### config.mk
export PLATFORM = sky130hd
export DESIGN_NAME = ex_mem_redirect
export DESIGN_NICKNAME = d
export VERILOG_FILES = /design/src/rtl/ex_mem_redirect.sv
export SDC_FILE = /design/constraint.sdc
export NUM_CORES = 1
export LEC_CHECK = 0
export ABC_AREA = 1
export CAP_MARGIN = 20
export CORE_MARGIN = 10
export CORE_UTILIZATION = 30
export CTS_CLUSTER_SIZE = 30
export DETAILED_ROUTE_END_ITERATION = 10
export PLACE_DENSITY = 0.66
export SLEW_MARGIN = 20
export SYNTH_ARGS = -nofsm -noshare
export SYNTH_HDL_FRONTEND = slang
export SYNTH_SLANG_ARGS = --single-unit
### constraint.sdc
create_clock -name clk -period 4.02 [get_ports clk]
set_input_delay 0.804 -clock clk [delete_from_list [all_inputs] [get_ports clk]]
set_output_delay 0.804 -clock clk [all_outputs]
set_load 0.005 [all_outputs]
### src/rtl/ex_mem_redirect.sv
`default_nettype none
// ============================================================================
//  Module      : ex_mem_redirect
//  Description : EX->MEM control-flow pipeline register. It generates the
//                one-shot redirect and the IF/ID and ID/EX flushes, and it
//                squashes the wrong-path instruction in EX.
//                Optional macro REDIRECT_STATS_EN adds taken/branch counters.
//  Revision    : 1.0 - initial release
// ============================================================================
module ex_mem_redirect #(
    parameter int ADDR_LEN = 32
) (
    input  logic                clk,
    input  logic                rst,
    input  logic                hold,
    input  logic                id_ex_valid,
    input  logic                ex_jump_flag,
    input  logic [ADDR_LEN-1:0] ex_jump_target,
    input  logic                ex_branch_flag,
    input  logic                ex_zero,
    input  logic [ADDR_LEN-1:0] ex_branch_target,
    input  logic [ADDR_LEN-1:0] ex_pc_plus_4,
    output logic                ex_mem_valid,
    output logic                ex_mem_jump_flag,
    output logic [ADDR_LEN-1:0] ex_mem_jump_target,
    output logic                ex_mem_branch_flag,
    output logic                ex_mem_zero,
    output logic [ADDR_LEN-1:0] ex_mem_branch_target,
    output logic [ADDR_LEN-1:0] ex_mem_pc_plus_4,
    output logic                redirect,
    output logic [ADDR_LEN-1:0] redirect_target,
    output logic                flush_if_id,
    output logic                flush_id_ex
`ifdef REDIRECT_STATS_EN
    ,
    output logic [31:0]         taken_cnt,
    output logic [31:0]         branch_cnt
`endif
);

    logic                r_valid_q,         w_valid_d;
    logic                r_jump_flag_q,     w_jump_flag_d;
    logic [ADDR_LEN-1:0] r_jump_target_q,   w_jump_target_d;
    logic                r_branch_flag_q,   w_branch_flag_d;
    logic                r_zero_q,          w_zero_d;
    logic [ADDR_LEN-1:0] r_branch_target_q, w_branch_target_d;
    logic [ADDR_LEN-1:0] r_pc_plus_4_q,     w_pc_plus_4_d;
    logic                w_redirect;
    logic [ADDR_LEN-1:0] w_redirect_target;

    always_comb begin
        // Hold keeps a pending redirect latent so it fires exactly once later.
        w_redirect        = r_valid_q & ~hold &
                            (r_jump_flag_q | (r_branch_flag_q & r_zero_q));
        w_redirect_target = r_jump_flag_q ? r_jump_target_q : r_branch_target_q;

        w_valid_d         = r_valid_q;
        w_jump_flag_d     = r_jump_flag_q;
        w_jump_target_d   = r_jump_target_q;
        w_branch_flag_d   = r_branch_flag_q;
        w_zero_d          = r_zero_q;
        w_branch_target_d = r_branch_target_q;
        w_pc_plus_4_d     = r_pc_plus_4_q;
        if (!hold) begin
            // The instruction in EX is wrong-path whenever we redirect now.
            w_valid_d         = id_ex_valid & ~w_redirect;
            w_jump_flag_d     = ex_jump_flag;
            w_jump_target_d   = ex_jump_target;
            w_branch_flag_d   = ex_branch_flag;
            w_zero_d          = ex_zero;
            w_branch_target_d = ex_branch_target;
            w_pc_plus_4_d     = ex_pc_plus_4;
        end
    end

    always_ff @(posedge clk or posedge rst) begin
        if (rst) begin
            r_valid_q         <= 1'b0;
            r_jump_flag_q     <= 1'b0;
            r_jump_target_q   <= '0;
            r_branch_flag_q   <= 1'b0;
            r_zero_q          <= 1'b0;
            r_branch_target_q <= '0;
            r_pc_plus_4_q     <= '0;
        end else begin
            r_valid_q         <= w_valid_d;
            r_jump_flag_q     <= w_jump_flag_d;
            r_jump_target_q   <= w_jump_target_d;
            r_branch_flag_q   <= w_branch_flag_d;
            r_zero_q          <= w_zero_d;
            r_branch_target_q <= w_branch_target_d;
            r_pc_plus_4_q     <= w_pc_plus_4_d;
        end
    end

    assign ex_mem_valid         = r_valid_q;
    assign ex_mem_jump_flag     = r_jump_flag_q;
    assign ex_mem_jump_target   = r_jump_target_q;
    assign ex_mem_branch_flag   = r_branch_flag_q;
    assign ex_mem_zero          = r_zero_q;
    assign ex_mem_branch_target = r_branch_target_q;
    assign ex_mem_pc_plus_4     = r_pc_plus_4_q;
    assign redirect             = w_redirect;
    assign redirect_target      = w_redirect_target;
    assign flush_if_id          = w_redirect;
    assign flush_id_ex          = w_redirect;

`ifdef REDIRECT_STATS_EN
    logic [31:0] r_taken_cnt_q,  w_taken_cnt_d;
    logic [31:0] r_branch_cnt_q, w_branch_cnt_d;

    // Gating on ~hold makes each instruction count once across a long stall.
    always_comb begin
        w_taken_cnt_d  = r_taken_cnt_q;
        w_branch_cnt_d = r_branch_cnt_q;
        if (w_redirect) begin
            w_taken_cnt_d = r_taken_cnt_q + 32'd1;
        end
        if (r_valid_q && !hold && r_branch_flag_q) begin
            w_branch_cnt_d = r_branch_cnt_q + 32'd1;
        end
    end

    always_ff @(posedge clk or posedge rst) begin
        if (rst) begin
            r_taken_cnt_q  <= 32'd0;
            r_branch_cnt_q <= 32'd0;
        end else begin
            r_taken_cnt_q  <= w_taken_cnt_d;
            r_branch_cnt_q <= w_branch_cnt_d;
        end
    end

    assign taken_cnt  = r_taken_cnt_q;
    assign branch_cnt = r_branch_cnt_q;
`endif

endmodule
`default_nettype wire

Yosys cells after proc, flatten, opt, wreduce, memory -nomap -nowiden
Cells that the tools add are included.
- logic and storage cells: 15
- bits in registers: 100
- input bits: 103
- output and inout port bits: 135
- bitwise gates (word level): 7
- mux-type cells: 1
- operator list (kind ; count):
    $mux W32 ; 1
    $and A1 B1 Y1 ; 4
    $not A1 Y1 ; 2
    $or A1 B1 Y1 ; 1

Logic depth before layout (Yosys ltp)
Gate-level depths: netlist of the first run.
- word-level depth: 5
- depth in mapped cells: 6
- mapped depth without buffers: 5

Worst setup path after synthesis of the first run
Ideal clock, no wire load.
- kind: input -> output
- from: in hold
- to: out flush_if_id
- path slack: 1.915 ns
- data required time: 3.216 ns
- arrival time: 1.301 ns
- stages: 5
- buffers on the path: 2
- path through: buf_2 -> nor2_1 -> nand2_1 -> inv_1 -> buf_4
- longest elaborated chain between the ends: 3
- RTL lines (element ; RTL line ; RTL):
    start: declaration ; 15 ; input logic hold,
    $not A1 Y1 ; 53 ; w_redirect = r_valid_q & ~hold &
    $and A1 B1 Y1 (2 in series) ; 53 ;
    end: declaration ; 32 ; output logic flush_if_id,
Every way passes these cells.

Worst setup path in the final report of the first run
- from: reg r_jump_flag_q (netlist: ex_mem_jump_flag)
- to: out flush_if_id
- longest elaborated chain between the ends: 2
- RTL lines (element ; RTL line ; RTL):
    start: declaration ; 42 ; logic r_jump_flag_q, w_jump_flag_d;
    start signal: assignment ; 87 ; r_jump_flag_q <= w_jump_flag_d;
    $or A1 B1 Y1 ; 54 ; (r_jump_flag_q | (r_branch_flag_q & r_zero_q));
    $and A1 B1 Y1 ; 53 ;
Every way passes these cells.

==> results of run 1 <==
## through the flow
stage	instance area, µm²	worst slack, ns
after global placement	6640	1.21
final	6930	0.800
after detailed placement	6640	1.16
after CTS	6930	0.779
after global routing	6930	0.502
after floorplan	4170	0.597
## flip-flops by register name, summed over array words and instances (netlist names)
signal / count
ex_mem_valid: 1
ex_mem_branch_target: 32
ex_mem_branch_flag: 1
ex_mem_jump_target: 32
ex_mem_jump_flag: 1
ex_mem_pc_plus_4: 32
ex_mem_zero: 1
## layout by cell type, fill, tap and decap left out, drive strengths merged
| cell type | count |
|---|---|
| nand2 | 285 |
| clkdlybuf4s50 | 236 |
| dfrtp | 100 |
| o21ai | 57 |
| inv | 33 |
| clkbuf | 12 |
| buf | 7 |
| clkinv | 2 |
| nor2 | 2 |
| clkinvlp | 2 |
| diode | 1 |
| bufinv | 1 |
## worst min-delay path, stage by stage, from the launching register on
cell	delay, ns
dfrtp_1	0.35
nand2_1	0.05
nand2_1	0.05
## power by group through the flow
stage	sequential [mW]	combinational (mW)	clock, mW
finish	1.17	0.587	0.876
global route	1.19	0.645	0.949
CTS	1.17	0.601	0.904
detailed placement	1.19	0.598	0
global placement	1.19	0.591	0
floorplan	1.17	0.178	0
## final cells by class
cell class	instances	area [µm²]
repair buffers	243	2410
inverters	34	131
flip-flops and latches	100	2500
diodes	1	2.50
multi-input cells	344	1360
fillers	1320	6840
clock inverters	4	50.0
well taps	180	225
clock buffers	12	246
## kinds of logic after synthesis
group,Yosys count
flops,100
compound gates,57
buf+inv,65
simple gates,287
## final timing paths
kind / from / to / slack, ns / depth (start not counted)
max: ex_mem_jump_flag / flush_if_id / 0.80 / 5
min: ex_mem_pc_plus_4[27] / ex_mem_pc_plus_4[27] / 0.48 / 2
max reg2reg: ex_mem_jump_flag / ex_mem_valid / 2.34 / 5
min reg2reg: ex_mem_pc_plus_4[27] / ex_mem_pc_plus_4[27] / 0.48 / 2
max in group asynchronous: rst / ex_mem_branch_target[19] / 2.29 / 3
min in group asynchronous: rst / ex_mem_pc_plus_4[22] / 0.92 / 2
## per-layer routing
layer,up-vias,GRT usage
met1,1859,0.182
met4,0,0.0614
met5,-,0
met2,169,0.242
met3,21,0.0627
li1,1986,-
==> results_dict.tcl, run 1 <==
set metrics [dict create \
    synth_top_area_frac 0.600 \
    cp-start-kind "flop" \
    num_io_pins 238 \
    synth_compound_area_frac 0.0684 \
    clk_latency_ns 0.35 \
    fin_crit_ns 3.22 \
    intPower_mw 1.96 \
    grt_start_max_net_pins 74 \
    crit_path_max_fanout 62 \
    synthMuxAreaShare 0 \
    worst_ep_arrival_time_ns 2.42 \
    drt_iter0_drc 201 \
    synth_area_leader_cell "dfrtp_1" \
    tns_ns 0 \
    synth-seq-area-share 0.600 \
    clk_pin_slew_ns 0.07 \
    synth_cells 509 \
    cap_violations 0 \
    pwr-share-clk 0.332 \
    ys_types 11 \
    cts_hold_buf 0 \
    viasPerCell 4.40 \
    synth-xor-area-share 0 \
    setup_viol 0 \
    start_util 0.303 \
    synthAdderAreaFrac 0 \
    critPathBufInv 3 \
    firstDrtPassIters 4 \
    die_area_mm2 0.0190 \
    cp_cell_sequence "inv_1 -> nand2_1 -> nand2_1 -> inv_1 -> clkdlybuf4s50_1" \
    cts_setup_buffers 0 \
    ctsResizeCount 0 \
    synth_top_family_by_area "simple AND/OR/NAND/NOR gates" \
    final_antenna_net_count 0 \
    hold_class "reg -> reg" \
    holdWs_ns 0.479 \
    yosysWarnings 0 \
    wl_met1_um 6140 \
    worstSetupEndpointType "output port" \
    synthArstFlopShare 1.00 \
    finalWeightedCongestion 0.855 \
    synth.most_common_cell "nand2_1" \
    status "complete, no violations" \
    wire_per_inst_um 16.5 \
    drv_slew 0 \
    synthesis.nets 612 \
    core_area_mm2 0.0138 \
    p_comb_frac 0.223 \
    die_w_um 138 \
    wl_met3_um 1690 \
    grtUsageTotal 0.153 \
    synth_edf_count 0 \
    grt_pass1_wl_um 22700 \
    netlist_area_mm2 0.00417 \
    synth_area_leaders "dfrtp_1 (60%), nand2_1 (26%), o21ai_0 (6.8%)" \
    drt_wl_total_um 15100 \
    synth.avg_cell_area_um2 8.19 \
    vias 4035 \
    dp.cells 901 \
    swShare 0.258 \
    power_switching_mw 0.680 \
    synth_simple_gate_area_share 0.258 \
    worst_slew_pin_slew_ns 0.940 \
    worstPathRequired_ns 3.22 \
    crit_slowest_cell "dfrtp_2" \
    finalCritPeriodShare 0.801 \
    cts_buffer_depth 2 \
    clock-root-buffer "clkbuf_16" \
    syn_to_final_growth_pct 66.3 \
    cts_buffers 9 \
    hpwl_um 11500 \
    max_freq_mhz 311 \
    cts.sinks 100 \
    pwr-share-seq 0.445 \
    cts_tree "built" \
    grt-ovfl-total 0 \
    skew_ns 0.00622 \
    cpPeakStageDelay_ns 0.98 \
    path_delay_family "flip-flops" \
    power.leakage_nw 3.30 \
    num_rows 43 \
    finalPower_mw 2.64 \
    htree_levels 3 \
    p_per_area_mw_per_mm2 380 \
    top_layer "met4" \
    rsz0062_at_grt "no" \
    die_y_um 138 \
    final_nets 835 \
    slew_headroom 0.373 \
    drive_above_1_share 0.0326 \
    yosys-top-cells-count "nand2_1 (285), dfrtp_1 (100), o21ai_0 (57)" \
    crit_type "reg -> out" \
    synthFlopType "dfrtp_1" \
    dr_wl_met2_um 6980 \
    antenna_found_initial 1 \
    post-route-drc-count 0 \
    grt_pass1_vias 4112 \
    synth_seq_cells 100 \
    port_buffers 237 \
    post-route-util 0.503 \
    ir_drop_v 0.000180 \
    finalHoldViolCount 0 \
    finalNonFillerCells 918 \
]
Note: power is estimated with default switching activity, not from simulation.
==> run 2, diff against run 1 <==
--- a/config.mk
+++ b/config.mk
@@ -11,7 +11,7 @@
 export CORE_UTILIZATION = 30
 export CTS_CLUSTER_SIZE = 30
 export DETAILED_ROUTE_END_ITERATION = 10
-export PLACE_DENSITY = 0.66
+export PLACE_DENSITY = 0.68
 export SLEW_MARGIN = 20
 export SYNTH_ARGS = -nofsm -noshare
 export SYNTH_HDL_FRONTEND = slang
==> constraint.sdc (replaced) <==
create_clock -name clk -period 2.75 [get_ports clk]
set_input_delay 0.55 -clock clk [delete_from_list [all_inputs] [get_ports clk]]
set_output_delay 0.55 -clock clk [all_outputs]
set_load 0.005 [all_outputs]
==> results_dict.tcl, run 2 (same netlist as run 1, synthesis figures left out) <==
set metrics [dict create \
    worstPathRequired_ns 2.20 \
    die_w_um 138 \
    drv_slew 0 \
    regArea_mm2 0.00250 \
    place_ws_ns 0.560 \
    grt_start_max_net_pins 64 \
    drt_wl_total_um 14800 \
    max_freq_mhz 398 \
    finalWeightedCongestion 0.861 \
    grt_pass1_vias 4168 \
    die_area_mm2 0.0190 \
    slew_headroom 0.640 \
    ir_drop_v 0.000267 \
    cts_setup_buffers 0 \
    cap_violations 0 \
    start_util 0.303 \
    port_buffers 237 \
    syn_to_final_growth_pct 67.1 \
    fin_crit_ns 2.52 \
    power.leakage_nw 3.31 \
    setup_viol 0 \
    drive_above_1_share 0.0325 \
    worst_slew_pin_slew_ns 0.539 \
    ctsResizeCount 0 \
    grtUsageTotal 0.154 \
    grt-ovfl-total 0 \
    grt_pass1_wl_um 23000 \
    drt_iter0_drc 166 \
    fillers 1333 \
    final_common_cell "nand2_1" \
    clk_latency_ns 0.34 \
    worstSetupEndpointType "output port" \
    cp-start-kind "flop" \
    finalCritPeriodShare 0.915 \
    clk_pin_slew_ns 0.06 \
    die_y_um 138 \
    multi_input_area_mm2 0.00136 \
    skew_ns 0.00277 \
    rsz0062_at_grt "no" \
    cts_tree "built" \
    layout_common_cells "nand2_1 (285), clkdlybuf4s50_1 (236), dfrtp_1 (99)" \
    firstDrtPassIters 5 \
    tns_ns 0 \
    cts_buffers 9 \
    setup_ws_ns 0.235 \
    viasPerCell 4.38 \
    wire_per_inst_um 16.1 \
    clock-root-buffer "clkbuf_16" \
    post-route-drc-count 0 \
    vias 4023 \
    cts.sinks 100 \
    status "complete, no violations" \
    crit_path_max_fanout 25 \
    htree_levels 3 \
    crit_type "reg -> out" \
    hpwl_um 11600 \
    cts_hold_buf 0 \
    cts_buffer_depth 2 \
    num_io_pins 238 \
    antenna_found_initial 1 \
    worst_ep_arrival_time_ns 1.97 \
    final_antenna_net_count 0 \
    final_nets 836 \
    hold_class "reg -> reg" \
    finalHoldViolCount 0 \
    num_rows 43 \
    core_area_mm2 0.0138 \
    p_per_area_mw_per_mm2 542 \
]
[run 2: cell count changes in the layout (fill, tap and decap cells not counted), sizes merged]
cell	previous run	this run
clkbuf	12	15
buf	7	8
clkinvlp	2	1
bufinv	1	0
inv	33	32
[run 2: worst max-delay path, stage by stage (launching register included)]
cell	delay, ns
dfrtp_2	0.63
inv_1	0.21
nand2_1	0.11
nand2_1	0.07
inv_1	0.09
clkdlybuf4s50_1	0.52
[run 2: layout make-up]
class                   instances  area share
flip-flops and latches        100       0.359
repair buffers                244       0.353
multi-input cells             344       0.196
clock buffers                  15      0.0399
well taps                     180      0.0323
inverters                      34      0.0190
clock inverters                 1    0.000718
diodes                          1    0.000359
[run 2: layer usage]
metal  vias to the layer above  track usage  routed length [µm]
met5                         -            0                   0
met4                         0       0.0533                 227
met3                        15       0.0725                1760
met2                       156        0.257                7070
met1                      1875        0.170                5740
li1                       1977            -                   -
[run 2: power by group]
group / leakage (nW) / internal [mW] / total, mW / switching, mW
Clock: 0.140 / 0.688 / 1.20 / 0.511
Sequential: 1.22 / 1.60 / 1.70 / 0.0994
Combinational: 1.95 / 0.537 / 0.878 / 0.341
Total: 3.31 / 2.83 / 3.78 / 0.951
[run 2: worst paths after layout]
kind | start | end | slack [ns] | cells after the start
max | ex_mem_jump_flag | flush_id_ex | 0.23 | 5
min | ex_mem_pc_plus_4[18] | ex_mem_pc_plus_4[18] | 0.48 | 2
max reg2reg | ex_mem_jump_flag | ex_mem_valid | 1.52 | 5
min reg2reg | ex_mem_pc_plus_4[18] | ex_mem_pc_plus_4[18] | 0.48 | 2
max in group asynchronous | rst | ex_mem_branch_target[11] | 1.69 | 3
min in group asynchronous | rst | ex_mem_branch_target[31] | 0.65 | 3
[run 2: stage by stage]
stage	hold slack, ns	power (mW)	utilization	std cells	instance area [µm²]
2_1_floorplan	0.472	1.98	-	509	4170
3_3_place_gp	0.461	2.61	0.485	902	6680
3_5_place_dp	0.468	2.63	0.485	902	6680
4_1_cts	0.486	3.85	0.506	918	6960
5_1_grt	0.497	4.00	0.506	918	6960
6_report	0.483	3.78	0.506	919	6970
==> run 3, diff against run 2 <==
--- a/config.mk
+++ b/config.mk
@@ -11,7 +11,7 @@
 export CORE_UTILIZATION = 30
 export CTS_CLUSTER_SIZE = 30
 export DETAILED_ROUTE_END_ITERATION = 10
-export PLACE_DENSITY = 0.68
+export PLACE_DENSITY = 0.66
 export SLEW_MARGIN = 20
 export SYNTH_ARGS = -nofsm -noshare
 export SYNTH_HDL_FRONTEND = slang
==> constraint.sdc (replaced) <==
create_clock -name clk -period 3.2 [get_ports clk]
set_input_delay 0.64 -clock clk [delete_from_list [all_inputs] [get_ports clk]]
set_output_delay 0.64 -clock clk [all_outputs]
set_load 0.005 [all_outputs]
==> results_dict.tcl, run 3 (same netlist as run 1, synthesis figures left out) <==
set metrics [dict create \
    start_util 0.303 \
    pwr-share-clk 0.330 \
    fillers 1280 \
    tns_ns 0 \
    core_area_mm2 0.0138 \
    worstRegToRegCells 3 \
    min_delay_worst_endpoint "ex_mem_pc_plus_4[27]" \
    final_antenna_net_count 0 \
    htree_levels 3 \
    wire_per_inst_um 16.4 \
    crit_slowest_cell "clkdlybuf4s50_1" \
    worstPathRequired_ns 2.56 \
    grt-ovfl-total 0 \
    antenna_found_initial 0 \
    grt_start_max_net_pins 73 \
    die_y_um 138 \
    die_area_mm2 0.0190 \
    setup_viol 0 \
    firstDrtPassIters 4 \
    cts_buffer_depth 2 \
    slew_headroom 0.494 \
    drive_above_1_share 0.0326 \
    grtUsageTotal 0.154 \
    finalHoldViolCount 0 \
    drt_wl_total_um 15100 \
    r2r_start "ex_mem_jump_flag" \
    cpPeakStageDelay_ns 0.52 \
    finalCritPeriodShare 0.824 \
    drt_iter0_drc 243 \
    layout_common_cells "nand2_1 (285), clkdlybuf4s50_1 (236), dfrtp_1 (99)" \
    num_rows 43 \
    crit_path_max_fanout 52 \
    cts_hold_buf 0 \
    r2r_slack_ns 1.80 \
    worst_slew_pin_slew_ns 0.758 \
    num_io_pins 238 \
    cp-start-kind "flop" \
    viasPerCell 4.42 \
    status "complete, no violations" \
    ir_drop_v 0.000230 \
    dp.cells 901 \
    syn_to_final_growth_pct 66.9 \
    grt_pass1_wl_um 23000 \
    multi_input_area_mm2 0.00136 \
    cts.sinks 100 \
    crit_type "reg -> out" \
    skew_ns 0.00445 \
    finalNonFillerCells 917 \
    grt_pass1_vias 4151 \
    diodes 0 \
    post-route-drc-count 0 \
    intPower_mw 2.46 \
    power.leakage_nw 3.31 \
    die_w_um 138 \
    finalWeightedCongestion 0.838 \
    final_nets 835 \
    cp_cell_sequence "buf_12 -> inv_1 -> nand2_1 -> nand2_1 -> inv_1 -> clkdlybuf4s50_1" \
    final_common_cell "nand2_1" \
    vias 4055 \
    clk_pin_slew_ns 0.07 \
    drv_slew 0 \
    worstHoldStart "ex_mem_pc_plus_4[27]" \
    hold_path_depth 2 \
    hold_class "reg -> reg" \
    rsz0062_at_grt "no" \
    power_switching_mw 0.844 \
    clk_latency_ns 0.34 \
    reg2reg_to "ex_mem_jump_flag" \
    worst_ep_arrival_time_ns 2.00 \
    swShare 0.255 \
    cts_tree "built" \
    fin_crit_ns 2.64 \
    clock-root-buffer "clkbuf_16" \
    ctsResizeCount 0 \
    p_per_area_mw_per_mm2 476 \
    pwr-share-seq 0.441 \
    worstSetupEndpointType "output port" \
    p_comb_frac 0.229 \
    port_buffers 237 \
    cts_buffers 9 \
    regArea_mm2 0.00250 \
    max_freq_mhz 379 \
    cap_violations 0 \
    hpwl_um 11600 \
    cts_setup_buffers 0 \
]
[run 3: cell count changes in the layout (fill, tap and decap cells not counted), sizes merged]
cell    change
bufinv      +1
clkinv      +2
buf         -1
diode       -1
clkbuf      -3
[run 3: metrics by stage]
step | area, µm² | util | hold slack (ns) | setup slack [ns] | power (mW)
floorplan | 4170 | - | 0.472 | 1.37 | 1.70
global placement | 6660 | 0.484 | 0.461 | 0.931 | 2.24
detailed placement | 6660 | 0.484 | 0.467 | 0.933 | 2.26
CTS | 6960 | 0.505 | 0.486 | 0.556 | 3.37
global route | 6960 | 0.505 | 0.506 | 0.399 | 3.50
finish | 6960 | 0.505 | 0.481 | 0.565 | 3.31
[run 3: power by group through the flow]
stage               registers (mW)  clock network, mW  logic [mW]
floorplan                     1.48                  0       0.223
global placement              1.48                  0       0.767
detailed placement            1.48                  0       0.775
CTS                           1.46               1.13       0.778
global route                  1.48               1.19       0.835
finish                        1.46               1.09       0.757
[run 3: worst max-delay path: cells and delay by family (launching register included)]
family	cells	cell delay, ns
buffers and inverters	4	1.00
and+or+nand+nor	2	0.16
DFF	1	0.48
[run 3: how the worst max path moves through the flow]
stage                          start                  to  slack (ns)  cells after the start
floorplan                        rst  ex_mem_branch_flag        1.37                      1
global placement                hold         flush_id_ex        0.93                      5
detailed placement              hold         flush_if_id        0.93                      5
CTS                 ex_mem_jump_flag         flush_if_id        0.56                      6
global route        ex_mem_jump_flag            redirect        0.40                      6
finish              ex_mem_jump_flag         flush_if_id        0.56                      6
[run 3: layout make-up]
cell class / instances / area share
repair buffers: 243 / 0.350
well taps: 180 / 0.0324
clock inverters: 4 / 0.00701
clock buffers: 12 / 0.0354
flip-flops and latches: 100 / 0.360
inverters: 34 / 0.0191
multi-input cells: 344 / 0.196
[run 3: metal layers]
metal  global-route usage  up-vias  routed length, µm
met5                    0        -                  0
met4               0.0435        0                138
met3               0.0616       10               1680
met2                0.251      159               7260
met1                0.184     1906               5980
li1                     -     1980                  -
